$ cat src/rtl/temporizador_multicanal_pkg.sv
// temporizador_multicanal_pkg: shared state encoding, channel names and index-width helper
package temporizador_multicanal_pkg;
    typedef enum logic [1:0] {IDLE = 2'd0, RUN = 2'd1, FIN = 2'd2} estado_t;
    localparam int R_CH = 2;
    localparam int G_CH = 1;
    localparam int B_CH = 0;
    function automatic int idx_w(input int n);
        return (n > 1) ? $clog2(n) : 1;
    endfunction
endpackage

$ cat src/rtl/temporizador_multicanal_selector_canal.sv
// selector_canal: highest set mask bit at or below start_i
module selector_canal
    import temporizador_multicanal_pkg::*;
#(
    parameter int N_CH = 3,
    parameter int IW = idx_w(N_CH)
) (
    input  logic [N_CH-1:0] mask_i,
    input  logic [IW-1:0]   start_i,
    output logic [IW-1:0]   idx_o,
    output logic            valid_o
);
    always_comb begin
        idx_o = '0;
        valid_o = 1'b0;
        for (int i = 0; i < N_CH; i++) begin
            if (mask_i[i] && i <= int'(start_i)) begin
                idx_o = IW'(i);
                valid_o = 1'b1;
            end
        end
    end
endmodule

$ cat src/rtl/temporizador_multicanal.sv
// temporizador_multicanal: runs each eligible channel for its latched count+1 cycles,
// highest channel first, with pause, abort and busy/done status.
module temporizador_multicanal
    import temporizador_multicanal_pkg::*;
#(
    parameter int N_CH = 3,
    parameter int CNT_W = 5,
    parameter bit SKIP_ZERO = 1'b1
) (
    input  logic                  clk,
    input  logic                  reset,
    input  logic                  enter,
    input  logic                  pause,
    input  logic                  abort,
    input  logic [N_CH*CNT_W-1:0] ciclos,
    output logic [N_CH-1:0]       activo,
    output logic [N_CH-1:0]       flags,
    output logic                  busy,
    output logic                  done
);
    localparam int IW = idx_w(N_CH);
    estado_t estado_q, estado_d;
    logic [IW-1:0] canal_q, canal_d, sel_idx;
    logic [CNT_W-1:0] cnt_q, cnt_d, lim;
    logic [N_CH*CNT_W-1:0] shadow_q, shadow_d;
    logic [N_CH-1:0] mask;
    logic sel_valid;
    // Start scans the live counts; hand-off scans the latched counts strictly below canal
    always_comb begin
        mask = '0;
        for (int i = 0; i < N_CH; i++) begin
            mask[i] = (estado_q == IDLE) ? (!SKIP_ZERO || |ciclos[i*CNT_W +: CNT_W])
                                         : ((!SKIP_ZERO || |shadow_q[i*CNT_W +: CNT_W]) && i < int'(canal_q));
        end
    end
    selector_canal #(.N_CH(N_CH), .IW(IW)) u_sel (
        .mask_i (mask),
        .start_i(IW'(N_CH - 1)),
        .idx_o  (sel_idx),
        .valid_o(sel_valid)
    );
    assign lim = shadow_q[int'(canal_q)*CNT_W +: CNT_W];
    always_comb begin
        estado_d = estado_q;
        canal_d = canal_q;
        cnt_d = cnt_q;
        shadow_d = shadow_q;
        activo = '0;
        flags = '0;
        busy = estado_q != IDLE;
        done = estado_q == FIN && !abort;
        if (estado_q == IDLE) begin
            if (enter) begin
                shadow_d = ciclos;
                cnt_d = '0;
                canal_d = sel_valid ? sel_idx : canal_q;
                estado_d = sel_valid ? RUN : FIN;
            end
        end else if (abort) begin
            estado_d = IDLE;
            cnt_d = '0;
        end else if (estado_q == FIN) begin
            estado_d = IDLE;
        end else if (!pause) begin
            activo[canal_q] = 1'b1;
            if (cnt_q == lim) begin
                flags[canal_q] = 1'b1;
                cnt_d = '0;
                canal_d = sel_valid ? sel_idx : canal_q;
                estado_d = sel_valid ? RUN : FIN;
            end else begin
                cnt_d = cnt_q + 1'b1;
            end
        end
    end
    always_ff @(posedge clk or posedge reset) begin
        if (reset) begin
            estado_q <= IDLE;
            canal_q <= '0;
            cnt_q <= '0;
            shadow_q <= '0;
        end else begin
            estado_q <= estado_d;
            canal_q <= canal_d;
            cnt_q <= cnt_d;
            shadow_q <= shadow_d;
        end
    end
endmodule

$ cat config.mk
export PLATFORM = sky130hd
export DESIGN_NAME = temporizador_multicanal
export DESIGN_NICKNAME = d
export VERILOG_FILES = /design/src/rtl/temporizador_multicanal_pkg.sv /design/src/rtl/temporizador_multicanal_selector_canal.sv /design/src/rtl/temporizador_multicanal.sv
export SDC_FILE = /design/constraint.sdc
export NUM_CORES = 1
export LEC_CHECK = 0
export ABC_AREA = 1
export CAP_MARGIN = 15
export CORE_AREA = 4 4 70 72
export DETAILED_ROUTE_END_ITERATION = 6
export DIE_AREA = 0 0 74 76
export GPL_TIMING_DRIVEN = 0
export PLACE_DENSITY = 0.69
export SLEW_MARGIN = 20
export SYNTH_ARGS = -nofsm -noshare
export SYNTH_HDL_FRONTEND = slang
export SYNTH_HIERARCHICAL = 1
export SYNTH_SLANG_ARGS = --single-unit
$ cat constraint.sdc
create_clock -name clk -period 2.23 [get_ports clk]
set_input_delay 0.3345 -clock clk [delete_from_list [all_inputs] [get_ports clk]]
set_output_delay 0.3345 -clock clk [all_outputs]
set_load 0.05 [all_outputs]
Yosys cells after proc, flatten, opt, wreduce, memory -nomap -nowiden:

Index checks and enable logic that the tools add are counted.

* add/sub/neg operators: 1
* multipliers: 1
* $lt $le $gt $ge: 5
* equal/unequal tests: 9
* shift operators: 1
* mux-type cells: 39
* reductions and logical operators: 20

Operators by type and width (count)
* $mux 2: 15
* $mux 5: 6
* $reduce_or 5->1: 6
* $mux 3: 9
* $shiftx 15x6->5: 1
* $mux 1: 8
* $reduce_and 3->1: 2
* $add 5x1->5 const B: 1
* $eq 5x5->1: 1
* $logic_and 1x1->1: 5
* $mul 2x3->5 const B: 1
* $reduce_and 5->1: 1
* $lt 1x2->1 const A: 2
* $ne 2x1->1 const B: 2
* $ne 2x2->1 const B: 2
* $ne 4x1->1 const B: 1
* $reduce_bool 2->1: 2
* $reduce_bool 4->1: 1
* $lt 2x3->1 const B: 1
* $ne 3x1->1 const B: 1
* $ne 3x3->1 const B: 1
* $demux 1 s2: 1
* $eq 2x2->1 const B: 1
* $ge 2x1->1 const B: 1
* 4 further kinds: 4

* register bits: 24
* input port bits: 20
* output and inout bits: 8

Depth between registers and ports, before layout:

Gate-level depths: netlist of the first run.

* depth in word-level cells: 12
* depth in mapped cells: 14
* gate-level depth less buffers: 13

Cells and area by module:

Netlist of the first run, hierarchy kept.

Modules (own cells, without submodules)
* temporizador_multicanal: instances 1, cells an instance 187, area an instance 1446.4 µm², seq. area each 600.6 µm²
* selector_canal: instances 1, cells an instance 6, area an instance 31.3 µm², seq. area each 0.0 µm²

Worst setup path before layout of the first run:

OpenSTA, ideal clock, no wires.

* kind: reg-to-output
* start point: reg canal_q[0]
* end point: out flags[0]
* arrival: 1860 ps
* required time: 1896 ps
* setup slack: 35 ps
* cell stages (with the launch flop): 11
* buffers on the path: 1
* path through: dfrtp_1 -> buf_6 -> nor2_2 -> nand2_1 -> nand3_1 -> nand2_1 -> nand2_1 -> nand2_1 -> nor2_2 -> nand4_1 -> nor2_1

* longest elaborated chain between the ends: 9
* elaborated cells between the ends (all ways): 13
* those cells by class: mul: 1; order compare: 2; eq/ne: 1; shift: 1; mux: 7; reduce/logical: 1

RTL lines
* start, declared: line temporizador_multicanal.sv:23 `logic [IW-1:0] canal_q, canal_d, sel_idx;`
* start signal, assigned: line temporizador_multicanal.sv:84 `canal_q <= canal_d;`
* branches (longest 4 deep; another with $mul 2x3->5)
* $mux 3 *: line temporizador_multicanal.sv:66 `if (cnt_q == lim) begin`
* $mux 3 *: line temporizador_multicanal.sv:64 `end else if (!pause) begin`
* $mux 3 *: line temporizador_multicanal.sv:62 `end else if (estado_q == FIN) begin`
* $mux 3 *: line temporizador_multicanal.sv:59 `end else if (abort) begin`
* $mux 3 *: line temporizador_multicanal.sv:52 `if (estado_q == IDLE) begin`
* end, declared: line temporizador_multicanal.sv:17 `output logic [N_CH-1:0] flags,`

Every way passes the cells marked *.

Worst setup path in the final report of the first run:

* start point: reg canal_q[1]
* end point: out flags[1]

The elaborated chain is that of the path after synthesis.

==> impl_metrics.yaml, run 1 <==
synthesis:
  synthSimpleGateAreaFrac_pct: 33.11
  synth_fa_ha_area_share_pct: 0.8467
  synthCells: 193
  ys_warn_count: 6
  synth.most_common_cell: "nand2_1"
  synth_seq_cells: 24
  synth_cell_type_count: 32
  ys_seq_area_share_pct: 40.64
  synth_top_cell_by_area: "dfrtp_1"
  synth_edf_count: 0
  synth_top_family_by_area: "simple AND/OR/NAND/NOR gates"
  synth_xor_area_share_pct: 1.778
  muxShareOfSynthArea_pct: 4.572
  avgSynthCellArea_um2: 7.656
  synth_area_leaders: "dfrtp_1, nand2_1, inv_1, nand3_1, o21ai_0"
  synth-compound-area-share_pct: 10.58
  synth_common_cells: "nand2_1, dfrtp_1, inv_1"
  synth-main-ff-cell: "dfrtp_1"
  async_reset_ff_share_pct: 100.0
  syn_area_um2: 1478
  synth_top_area_share_pct: 40.64
floorplanning:
  die_h_um: 76
  die-area_um2: 5624
  die_w_um: 74
  core_um2: 4294
  rows: 24
  initial_core_util_pct: 34.41
  io_pins: 28
cells_and_area:
  seq_area_um2: 601.8
  area_growth_pct: 38.44
  multi_input_area_um2: 855.8
  layout.nets: 260
  nFillCells: 425
  insertedDiodeCount: 0
  drive_above_1_share_pct: 26.58
run_status:
  status: "finished, violations left"
  violations: "negative setup slack"
job:
  cap_violations: 0
place:
  portBuffers: 27
  place_congestion: 0.8322
  dp_hpwl_mm: 2.648
sta:
  rsz0062_at_grt: "true"
  finalSetupViolations: 1
  fin_skew_ns: 0.003707
  tns_ns: -0.02009
  max_freq_ghz: 0.4444
  period_share_pct: 100.9
  min_period_ns: 2.250
  worst_pin_slew_ns: 0.9180
  final-max-slew-violation-count: 0
  finalWorstSetupSlack_ns: -0.02009
  hold_viol: 0
  slew_headroom_pct: 38.73
route:
  vias: 1385
  drt_first_pass_iters: 4
  wl_per_cell_um: 12.24
  drtIter0Drc: 47
  drc: 0
  wl_mm: 3.536
  ant_nets: 0
  routed_via_density: 4.792
worst_setup_path:
  crit_fanout: 6
  critical_path_class: "flop to primary output"
  start_kind: "flop"
  endpoint_kind: "primary output"
  crit_chain: "nor2_4, nand2_1, nand3_1, nand2_1, nand2_1, nand2_1, nor2_2, nand4_1, nor2_1, buf_6"
  max_stage_delay_ns: 0.49
  worstPathRequired_ns: 1.90
  crit_top_cell: "nand2_1"
  arrival_ns: 1.92
  cp.buffers_inverters: 1
  critical-path-top-delay-family: "simple AND/OR/NAND/NOR gates"
  cp_slowest_cell: "dfrtp_2"
power_and_ir_drop:
  p_seq_share_pct: 31.0
  power_mw: 2.624
  vdd_drop_max_v: 0.0004360
  switching_share_pct: 45.53
  p_leak_nw: 0.9448
  powerDensity_nw_per_um2: 1282
  p_sw_mw: 1.195
  internal-power_mw: 1.429
  comb_power_share_pct: 59.2
  p_clk_share_pct: 9.8
cts:
  path_clk_slew_ns: 0.08
  root_buffer: "clkbuf_8"
  cts_tree: "done"
  clock_latency_ns: 0.26
  clkSinkCount: 24
  clockBufferDepth: 2
  cts_buffers: 3
  ctsHtreeMaxLevel: 1
grt:
  grt_pass1_wl_mm: 5.809
  grt_pass1_vias: 1355
  grt_max_degree: 25
  antenna_found_initial: 0
  track_usage_pct: 12.71
  grt-ovfl-total: 0
min_path:
  min_path_type: "flop to flop"
==> final timing paths <==
check	start	endpoint	slack, ns	cells past startpoint
worst max-delay path	canal_q[1]	flags[1]	-0.02	10
worst min-delay path	shadow_q[12]	shadow_q[12]	0.52	2
worst max register to register	canal_q[1]	cnt_q[1]	0.01	15
worst min register to register	shadow_q[12]	shadow_q[12]	0.52	2
max in group asynchronous	reset	canal_q[1]	1.03	2
min in group asynchronous	reset	cnt_q[1]	0.57	2
==> stage by stage <==
step | util [%] | setup WS [ns] | hold slack (ns) | std cells | cell area (µm²)
floorplan | - | 0.03533 | 0.3491 | 195 | 1485
detailed placement | 42.40 | -0.3908 | 0.5028 | 274 | 1821
global route | 47.64 | -0.1436 | 0.5596 | 289 | 2046
CTS | 45.31 | 0.0009852 | 0.5241 | 286 | 1946
finish | 47.64 | -0.02009 | 0.5249 | 289 | 2046
global placement | 42.40 | -0.3818 | 0.4892 | 274 | 1821
==> worst register-to-register path, cell delays in order (launching register included) <==
cell and delay [ns]:
dfrtp_2 0.49, nor2_4 0.20, nand2_2 0.09, buf_4 0.14
nand4_1 0.06, nand2_1 0.06, nand2_1 0.07, nor2_2 0.04
buf_4 0.13, buf_4 0.12, buf_4 0.12, buf_4 0.12
buf_4 0.13, nand2_1 0.09, nand2_2 0.10, a21boi_1 0.18
==> cells in the final DEF, fill, tap and decap left out, types with 3 or more instances in the layout <==
cell type / count
nand2_2: 7
buf_6: 4
buf_4: 12
nand3_1: 10
nand2_1: 44
nand4_1: 8
nor2_2: 5
o21ai_0: 13
conb_1: 4
a21oi_2: 4
nor2_1: 7
xor2_1: 3
dfrtp_1: 23
clkbuf_8: 3
inv_1: 23
mux2_2: 6
clkdlybuf4s50_1: 21
nand3_2: 5
nor2_4: 5
==> power by group through the flow <==
stage          clock network, mW  registers [mW]  logic [mW]
2_1_floorplan                  0           0.741       0.914
3_3_place_gp                   0           0.790        1.14
3_5_place_dp                   0           0.798        1.16
4_1_cts                    0.263           0.797        1.37
5_1_grt                    0.279           0.833        1.71
6_report                   0.258           0.812        1.55
==> kinds of logic (layout without fill, tap and decap cells) <==
group	Yosys count	after routing
compound gates	26	26
xor+xnor	3	3
fa+ha+maj	1	1
buf+inv	29	71
flops	24	24
mux	6	6
other cells	2	4
simple gates	102	102
==> final cells by class <==
cell class / count / area share [%]
Buffer: 3 / 0.9786
Tap cell: 52 / 3.180
Timing Repair Buffer: 39 / 17.55
Inverter: 26 / 5.015
Multi-Input combinational cell: 142 / 41.83
Sequential cell: 24 / 29.42
Clock buffer: 3 / 2.018
==> registers in the layout, summed over array words and instances (netlist names) <==
name and cells:
shadow_q 15, cnt_q 5, canal_q 2, estado_q 2
==> layer usage <==
metal / GRT usage [%] / wire, µm / vias to the layer above / share of wire (%)
li1: - / - / 717 / -
met1: 16.72 / 1599 / 642 / 45
met2: 20.74 / 1753 / 22 / 50
met3: 2.375 / 138 / 4 / 3.9
met4: 3.986 / 44 / 0 / 1.2
met5: 0 / 0 / - / 0
==> repair_timing <==
item / in CTS / in global routing
pin swaps: 7 / 14
resized for setup: 29 / 28
hold buffers: 0 / 0
hold endpoints to repair: 0 / 0
buffers inserted: 9 / 3
endpoints found under the setup margin: 6 / 14
Note: power is estimated with default switching activity, not from simulation.
==> run 2, diff against run 1 <==
Clock period 2.23 ns to 2.45 ns, I/O delays scaled along.
==> impl_metrics.yaml, run 2 (synthesis gave the netlist of run 1 again) <==
run_status:
  status: "finished, final reports clean"
power_and_ir_drop:
  p_sw_mw: 0.9698
  power_mw: 2.074
  p_clk_share_pct: 11.1
  powerDensity_nw_per_um2: 1091
  comb_power_share_pct: 53.7
  vdd_drop_max_v: 0.0003648
  switching_share_pct: 46.75
  p_seq_share_pct: 35.2
  internal-power_mw: 1.105
  p_leak_nw: 0.8846
route:
  drtIter0Drc: 57
  wl_mm: 3.363
  met2_length_mm: 1.620
  wl_met3_um: 134
  drt_first_pass_iters: 4
  m1WireLength_mm: 1.586
  ant_nets: 0
  wl_per_cell_um: 12.10
  top_layer: "met4"
  routed_via_density: 4.817
  drc: 0
  vias: 1339
sta:
  slew_headroom_pct: 38.88
  max_freq_ghz: 0.4311
  holdWs_ns: 0.5262
  hold_viol: 0
  worst_pin_slew_ns: 0.9158
  final-max-slew-violation-count: 0
  period_share_pct: 94.68
  min_period_ns: 2.320
  fin_skew_ns: 0.003356
  finalWorstSetupSlack_ns: 0.1302
  finalSetupViolations: 0
worst_setup_path:
  r2r_slack_ns: 0.45
  arrival_ns: 1.95
  r2r_cells: 9
  crit_fanout: 7
  rr_startpoint: "shadow_q[11]"
  endpoint_kind: "primary output"
  critical_path_class: "flop to primary output"
  worstPathRequired_ns: 2.08
  r2r-end: "estado_q[1]"
  start_kind: "flop"
cts:
  ctsHtreeMaxLevel: 1
  clockBufferDepth: 2
  path_clk_slew_ns: 0.08
  cts_tree: "done"
  cts-hold-fix-buffers: 0
  clkSinkCount: 24
  clock_latency_ns: 0.26
  cts_buffers: 3
  root_buffer: "clkbuf_8"
min_path:
  min_to: "shadow_q[12]"
  min_path_type: "flop to flop"
  worstHoldPathCells: 2
  min_from: "shadow_q[12]"
place:
  place_congestion: 0.8322
  pre_cts_ws_ns: -0.2038
  dp_hpwl_mm: 2.648
  place_area_um2: 1821
  portBuffers: 27
grt:
  grt-ovfl-total: 0
  antenna_found_initial: 0
  grt_max_degree: 25
  grt_pass1_wl_mm: 5.678
  track_usage_pct: 12.39
  grt_pass1_vias: 1295
floorplanning:
  initial_core_util_pct: 34.41
  die-area_um2: 5624
  die_w_um: 74
  core_um2: 4294
  rows: 24
  io_pins: 28
  die_h_um: 76
cells_and_area:
  reg_top3: "shadow_q (15), cnt_q (5)"
  largest_reg_flops: 15
  insertedDiodeCount: 0
  layout_commonest_cell: "nand2_1"
  area_growth_pct: 28.62
  layout.nets: 249
  nFillCells: 442
  final_area_um2: 1901
  top_register: "shadow_q"
  layout_common_cells: "nand2_1, inv_1, dfrtp_1"
  drive_above_1_share_pct: 16.37
job:
  cap_violations: 0
## run 2: worst max-delay path by stage
stage	cells past startpoint	to	from	slack (ns)
finish	10	flags[1]	canal_q[1]	0.13
global route	10	flags[1]	canal_q[1]	-0.03
CTS	10	flags[0]	canal_q[1]	0.03
detailed placement	10	flags[0]	canal_q[1]	-0.20
global placement	10	flags[2]	canal_q[1]	-0.19
floorplan	10	flags[0]	canal_q[0]	0.22
## run 2: layer usage
metal	track usage [%]	up-vias
met2	20.12	23
met5	0	-
met4	2.899	0
met1	16.72	618
met3	2.507	2
li1	-	696
## run 2: layout make-up
cell class	instances	area, µm²	area share, %
buffer	3	20.02	1.053
clock buffer	3	41.29	2.172
tap	52	65.06	3.423
timing repair buffer	28	277.8	14.61
multi-input combinational	142	794.5	41.80
sequential	24	601.8	31.67
inverter	26	100.1	5.267
## run 2: worst max-delay path, cell delays in order (launching register included)
cell and delay (ns):
dfrtp_2 0.49, nor2_4 0.17, nand2_1 0.10, nand3_1 0.07, nand2_1 0.05, nand2_1 0.06
nand2_1 0.08, nor2_4 0.12, nand4_1 0.19, nor2_1 0.18, buf_6 0.17
## run 2: what timing repair did
item                       in CTS  in global routing
hold endpoints to repair        0                  0
pin swaps                       0                  2
setup buffers                   0                  1
setup endpoints to repair       6                  3
resized for setup              18                 18
## run 2: power groups by stage
stage / clock [mW] / sequential, mW / combinational [mW]
finish: 0.231 / 0.729 / 1.11
CTS: 0.239 / 0.718 / 1.06
global placement: 0 / 0.720 / 1.04
global route: 0.255 / 0.748 / 1.27
detailed placement: 0 / 0.726 / 1.06
floorplan: 0 / 0.675 / 0.832
## run 2: per-stage QoR
step / TNS (ns) / cells / utilization (%)
3_5_place_dp: -0.7632 / 274 / 42.40
2_1_floorplan: 0 / 195 / -
3_3_place_gp: -0.7877 / 274 / 42.40
6_report: 0 / 278 / 44.26
4_1_cts: 0 / 277 / 42.92
5_1_grt: -0.05919 / 278 / 44.26
